**src/rtl/press_pkg.sv**
```systemverilog
// press_classifier shared types and defaults.
// State codes are 3 bits; cycle defaults assume a 100 MHz clock.
package press_pkg;

  typedef enum logic [2:0] {
    IDLE     = 3'd0,
    PRESSED  = 3'd1,
    HELD     = 3'd2,
    WAIT2    = 3'd3,
    PRESSED2 = 3'd4
  } state_t;

  localparam int CW_DEF     = 26;
  localparam int LONG_DEF   = 50_000_000;
  localparam int DOUBLE_DEF = 25_000_000;
  localparam int REPEAT_DEF = 10_000_000;

endpackage

```
**src/rtl/press_classifier_if.sv**
```systemverilog
// Debounced button in, gesture event pulses out.
// master drives the button side, slave is the classifier.
interface press_classifier_if;

  logic db_tick;
  logic db_level;
  logic short_tick;
  logic double_tick;
  logic long_tick;
  logic repeat_tick;
  logic busy;

  modport master (
    output db_tick, db_level,
    input  short_tick, double_tick,
    input  long_tick, repeat_tick, busy
  );

  modport slave (
    input  db_tick, db_level,
    output short_tick, double_tick,
    output long_tick, repeat_tick, busy
  );

endinterface

```
**src/rtl/cycle_timer.sv**
```systemverilog
// Clearable up-counter with terminal-count compare.
// done is high while the count equals the runtime limit.
module cycle_timer #(
  parameter int CW = 26
) (
  input  logic          clk,
  input  logic          reset_n,
  input  logic          clr,
  input  logic          en,
  input  logic [CW-1:0] limit,
  output logic          done
);

  logic [CW-1:0] cnt;

  always_ff @(posedge clk) begin
    if (!reset_n || clr) begin
      cnt <= '0;
    end else if (en) begin
      cnt <= cnt + CW'(1);
    end
  end

  assign done = (cnt == limit);

endmodule

```
**src/rtl/press_classifier.sv**
```systemverilog
// Classifies debounced presses into short, double, long
// and auto-repeat single-cycle events.
module press_classifier
  import press_pkg::*;
#(
  parameter int CW            = CW_DEF,
  parameter int LONG_CYCLES   = LONG_DEF,
  parameter int DOUBLE_WIN    = DOUBLE_DEF,
  parameter int REPEAT_CYCLES = REPEAT_DEF
) (
  input  logic clk,
  input  logic reset_n,
  press_classifier_if.slave bus
);

  state_t        state, nxt;
  logic          clr, en, done;
  logic [CW-1:0] limit;
  logic          short_n, double_n;
  logic          long_n, repeat_n;

  // one timer serves every state; only the limit changes
  always_comb begin
    case (state)
      PRESSED: limit = CW'(LONG_CYCLES - 1);
      HELD:    limit = CW'(REPEAT_CYCLES - 1);
      default: limit = CW'(DOUBLE_WIN - 1);
    endcase
  end

  cycle_timer #(.CW(CW)) u_timer (
    .clk     (clk),
    .reset_n (reset_n),
    .clr     (clr),
    .en      (en),
    .limit   (limit),
    .done    (done)
  );

  always_comb begin
    nxt      = state;
    clr      = 1'b0;
    en       = 1'b0;
    short_n  = 1'b0;
    double_n = 1'b0;
    long_n   = 1'b0;
    repeat_n = 1'b0;
    case (state)
      IDLE: begin
        clr = 1'b1;
        if (bus.db_tick) nxt = PRESSED;
      end
      PRESSED: begin
        if (!bus.db_level) begin
          nxt = WAIT2;
          clr = 1'b1;
        end else if (done) begin
          long_n = 1'b1;
          nxt    = HELD;
          clr    = 1'b1;
        end else begin
          en = 1'b1;
        end
      end
      HELD: begin
        if (!bus.db_level) begin
          nxt = IDLE;
          clr = 1'b1;
        end else if (done) begin
          repeat_n = 1'b1;
          clr      = 1'b1;
        end else begin
          en = 1'b1;
        end
      end
      WAIT2: begin
        if (bus.db_tick) begin
          double_n = 1'b1;
          nxt      = PRESSED2;
          clr      = 1'b1;
        end else if (done) begin
          short_n = 1'b1;
          nxt     = IDLE;
          clr     = 1'b1;
        end else begin
          en = 1'b1;
        end
      end
      PRESSED2: begin
        clr = 1'b1;
        if (!bus.db_level) nxt = IDLE;
      end
      default: begin
        nxt = IDLE;
        clr = 1'b1;
      end
    endcase
  end

  always_ff @(posedge clk) begin
    if (!reset_n) begin
      state           <= IDLE;
      bus.short_tick  <= 1'b0;
      bus.double_tick <= 1'b0;
      bus.long_tick   <= 1'b0;
      bus.repeat_tick <= 1'b0;
      bus.busy        <= 1'b0;
    end else begin
      state           <= nxt;
      bus.short_tick  <= short_n;
      bus.double_tick <= double_n;
      bus.long_tick   <= long_n;
      bus.repeat_tick <= repeat_n;
      bus.busy        <= (nxt != IDLE);
    end
  end

endmodule

```
**src/flat_wrapper.sv**
```systemverilog
// flat-port wrapper written by rule: the top's interface ports become plain ports
module press_classifier_flat import press_pkg::*;
#(
  parameter int CW            = CW_DEF,
  parameter int LONG_CYCLES   = LONG_DEF,
  parameter int DOUBLE_WIN    = DOUBLE_DEF,
  parameter int REPEAT_CYCLES = REPEAT_DEF
)
  (clk, reset_n, bus_db_tick, bus_db_level, bus_short_tick, bus_double_tick, bus_long_tick, bus_repeat_tick, bus_busy);
  press_classifier_if bus_i ();
  input  logic clk;
  input  logic reset_n;
  input wire logic [$bits(bus_i.db_tick)-1:0] bus_db_tick;
  input wire logic [$bits(bus_i.db_level)-1:0] bus_db_level;
  output wire logic [$bits(bus_i.short_tick)-1:0] bus_short_tick;
  output wire logic [$bits(bus_i.double_tick)-1:0] bus_double_tick;
  output wire logic [$bits(bus_i.long_tick)-1:0] bus_long_tick;
  output wire logic [$bits(bus_i.repeat_tick)-1:0] bus_repeat_tick;
  output wire logic [$bits(bus_i.busy)-1:0] bus_busy;
  assign bus_i.db_tick = bus_db_tick;
  assign bus_i.db_level = bus_db_level;
  assign bus_short_tick = bus_i.short_tick;
  assign bus_double_tick = bus_i.double_tick;
  assign bus_long_tick = bus_i.long_tick;
  assign bus_repeat_tick = bus_i.repeat_tick;
  assign bus_busy = bus_i.busy;
  press_classifier #(.CW(CW), .LONG_CYCLES(LONG_CYCLES), .DOUBLE_WIN(DOUBLE_WIN), .REPEAT_CYCLES(REPEAT_CYCLES)) u_core (.clk(clk), .reset_n(reset_n), .bus(bus_i));
endmodule
```
**config.mk**
```make
export PLATFORM = sky130hd
export DESIGN_NAME = press_classifier_flat
export DESIGN_NICKNAME = d
export VERILOG_FILES = /design/src/rtl/press_pkg.sv /design/src/rtl/press_classifier_if.sv /design/src/rtl/cycle_timer.sv /design/src/rtl/press_classifier.sv /design/src/flat_wrapper.sv
export SDC_FILE = /design/constraint.sdc
export NUM_CORES = 1
export LEC_CHECK = 0
export CORE_UTILIZATION = 30
export DETAILED_ROUTE_END_ITERATION = 6
export DONT_BUFFER_PORTS = 1
export HOLD_SLACK_MARGIN = 0.08
export PLACE_DENSITY = 0.43
export SETUP_SLACK_MARGIN = 0.4
export SLEW_MARGIN = 0
export SYNTH_ARGS = -nofsm -noshare
export SYNTH_HDL_FRONTEND = slang
export SYNTH_SLANG_ARGS = --single-unit
```
**constraint.sdc**
```tcl
create_clock -name clk -period 2.3 [get_ports clk]
set_clock_uncertainty 0.1 [all_clocks]
set_input_delay 0.23 -clock clk [delete_from_list [all_inputs] [get_ports clk]]
set_output_delay 0.23 -clock clk [all_outputs]
set_load 0.02 [all_outputs]
```
==> summary.md <==
| Metric | Value |
|---|---|
| Status | `completed` |
| Worst Hold Class | `input pin to register` |
| Family with the most delay on the worst path | `simple AND/OR/NAND/NOR gates` |
| Die outline width | `76.1 um` |
| Number of clock sinks | `34` |
| Routability congestion estimate from global placement | `0.760` |
| Flop pwr share | `between 50% and 60%` |
| Global route overflow | `0` |
| Final HPWL from detailed placement | `~2.7 mm` |
| Proportion of synthesized flip-flops having asynchronous set or reset | `0%` |
| Count of final max-slew check failures | `0` |
| Total length of routed met2 wires | `~2 mm` |
| Count of input and output buffers | `0` |
| Layout cell share with drive strength beyond 1 | `33.0%` |
| Post-route fraction of the period consumed by the critical path | `84.4%` |
| Most common library cell in the layout ignoring fill and taps | `nor2_1` |
| Core Area | `5200 sq um` |
| Least setup slack across all paths after layout | `about 0.36 ns` |
| Rel. slew slack | `77.7%` |
| # Max-Cap Violations | `0` |
| Final-layout setup total negative slack | `0 ns` |
| Areal power density over the cells | `approximately 500 nW/um^2` |
| Proportion of synthesized chip area in sequential cells | `41.3%` |
| Cell area after technology mapping | `1650 sq um` |
| Number of cells on the critical path | `6` |
| Clock share of power | `37.5%` |
| Largest net degree at the start of global routing | `13` |
| Power Internal | `0.832 mW` |
| Total count of hold-check failures in the final report | `0` |
| Commonest cells after routing, fill and taps aside | `nor2_1, xnor2_1, dfxtp_1` |
| Peak supply drop | `0.267 mV` |
| Combined buffer and inverter count along the critical path | `1` |
| Register clock-pin slew on the reported worst setup and hold paths | `0.07 ns` |
| Highest routed metal layer | `met4` |
| Peak Freq | `0.515 GHz` |
| Vias per inst | `about 4.9` |
| Main synth FF type | `dfxtp_1` |
| Slack of the worst reg-to-reg path | `0.36 ns` |
| CP endpoint | `u_core.u_timer.cnt[14]$_SDFFE_PP0P_` |
| Number of register bits inferred by synthesis | `34` |
| Clock network latency to the later pin of the worst-skew pair | `about 0.27 ns` |
| Setup Slack @ Placement | `0.240 ns` |
| Initial core utilization | `31.7%` |
| Total global routing track utilization | `15.3%` |
| Detailed-route wire length | `4.11 mm` |
| Launching instance or port of the critical path | `u_core.state[1]$_SDFF_PN0_` |
| Average footprint of a synthesized cell | `around 8.3 sq um` |
| Type of the worst setup path | `register to register` |
| Final critical delay including setup and external delays | `1.94 ns` |
| Number of detailed-route iterations in the first pass | `4` |
| FF-to-FF End | `u_core.u_timer.cnt[14]$_SDFFE_PP0P_` |
| Combinational share of power | `7.4%` |
| Area Overhead vs Synth | `30.5%` |
| Data arrival time of the worst path | `2.01 ns` |
| Crit Reg-Reg Startpoint | `u_core.state[1]$_SDFF_PN0_` |
| Global-route wire length before repair | `around 7.1 mm` |
| Initial DRC count | `41` |
| Final Util | `between 40% and 50%` |
| Count of flip-flops with a built-in enable after synthesis | `0` |
| Die H | `roughly 76 um` |
| Crit-path max cell delay | `about 0.51 ns` |
| Post-route ant nets | `0` |
| Transition time at the pin with the least slew margin | `0.331 ns` |
| Worst reg2reg path depth | `6` |
| Worst Path Required | `approximately 2.4 ns` |
| Final-stage net count | `223` |
| Cell type of the slowest stage on the worst timing path | `or4b_1` |
| Longest Clk Path Bufs | `2` |
| Switch share | `22.9%` |
| Routed via count | `1425` |
| Via count of the first global-routing pass | `1458` |
| Cts bufs inserted | `5` |
| Wire length on met1 | `around 2.0 mm` |
| Cell breakdown of the critical path | `nor3b_4 > or4b_1 > a21o_1 > o21ai_4 > buf_6 > nor2_1` |
| Buffer type at the clock tree root | `clkbuf_8` |
| Startpoint of the lowest-slack hold path | `bus_db_tick` |
| Routed length per placed instance | `14.3 um` |
| Synth Instances | `slightly below 200` |
| IO Count | `9` |
| DRC | `0` |
| Kind of launch point of the worst setup path | `register` |
| RSZ-0062 raised after global routing | `yes` |
| Core Rows | `26` |
| Number of setup violations in the final report | `0` |
| ANT cells | `0` |
| Post-synth net total | `203` |
| Switching power of the nets | `0.247 mW` |
| Deepest level of the CTS H-tree | `2` |
| Antenna violations before repair | `0` |
| Leak | `0.614 nW` |
| Met3 Routed Length | `91 um` |
| Count of yosys warnings during synthesis | `0` |
| Die ar. | `just under 6000 sq um` |
| Critical-path maximum fanout | `7` |
| Endpoint type of the worst setup path | `register` |
| CTS tree | `done` |
| Number of distinct library cells after synthesis | `42` |
[flip-flops by register name, summed over array words and instances (netlist names)]
signal,cells
u_core.u_timer.cnt,26
u_core.bus.double_tick,1
u_core.bus.repeat_tick,1
u_core.bus.short_tick,1
u_core.bus.busy,1
u_core.bus.long_tick,1
u_core.state,3
[metrics by stage]
stage          total power [mW]  cell area [sq um]  hold slack (ns)  std cells
2_1_floorplan             0.652               1650            0.250        198
3_3_place_gp              0.665               1760            0.270        268
3_5_place_dp              0.664               1760            0.271        268
4_1_cts                    1.10               2050           0.0980        288
5_1_grt                    1.13               2150           0.0968        288
6_report                   1.08               2150            0.113        288
[worst min path at each step]
stage	to	slack, ns	depth (start not counted)
6_report	u_core.bus.short_tick$_SDFF_PP0_	0.11	2
5_1_grt	u_core.state[1]$_SDFF_PN0_	0.1	2
4_1_cts	u_core.state[1]$_SDFF_PN0_	0.1	2
3_5_place_dp	u_core.state[0]$_SDFF_PN0_	0.27	1
3_3_place_gp	u_core.state[0]$_SDFF_PN0_	0.27	1
2_1_floorplan	u_core.state[0]$_SDFF_PN0_	0.25	1
[worst register-to-register path, stage by stage (launching register included)]
cell and delay (ns):
dfxtp_2 0.33, nor3b_4 0.15, or4b_1 0.51, a21o_1 0.24, o21ai_4 0.28, buf_6 0.18
nor2_1 0.05
[synthesized netlist by cell type, types with 2 or more instances]
master | instances | area [sq um]
a21oi_1 | 6 | 30.0
and3_1 | 2 | 12.5
and4b_1 | 2 | 20.0
buf_2 | 4 | 20.0
clkbuf_1 | 2 | 7.51
dfxtp_1 | 34 | 681
inv_1 | 10 | 37.5
nand2_1 | 13 | 48.8
nand2b_1 | 3 | 18.8
nand3_1 | 9 | 45.0
nand3b_1 | 2 | 15.0
nand4_1 | 3 | 18.8
nor2_1 | 37 | 139
nor3_1 | 8 | 40.0
nor3b_1 | 2 | 15.0
nor4_1 | 8 | 50.1
nor4b_1 | 2 | 17.5
o21ai_0 | 3 | 15.0
or3_1 | 3 | 18.8
xnor2_1 | 20 | 175
xor2_1 | 4 | 35.0
[power by group through the flow]
stage	sequential, mW	clock [mW]	combinational (mW)
final	0.595	0.405	0.0794
after floorplan	0.612	0	0.0393
after global routing	0.595	0.453	0.0865
after detailed placement	0.615	0	0.0497
after global placement	0.615	0	0.0500
after CTS	0.598	0.427	0.0708
[kinds of logic after synthesis]
kind of cell	share of synthesized area (%)
AO/OA/AOI/OAI	7.36
XOR/XNOR	12.7
adder cells (fa/ha/maj)	0.759
buffers and inverters	4.63
flip-flops	41.3
multiplexers	0.607
AND/OR/NAND/NOR	32.6
[final cells by class]
type	count	area [sq um]
timing repair buffer	20	180
multi-input combinational	147	1040
fill	554	3050
clock buffer	7	76.3
tap	70	87.6
inverter	10	37.5
sequential	34	727
[routing by layer]
layer  up-vias  GRT usage, %
met5         -             0
met4         0          4.04
met3         2          3.83
met2        12          25.4
met1       686          19.9
li1        725             -
[what timing repair did]
action	CTS	global route
buffers inserted	7	0
setup endpoints to repair	29	31
gates cloned	3	0
hold endpoints to repair	6	0
pin swaps	24	5
gates resized for setup	39	28
hold buffers	3	0
No activity file was read; power rests on OpenSTA's default activity.
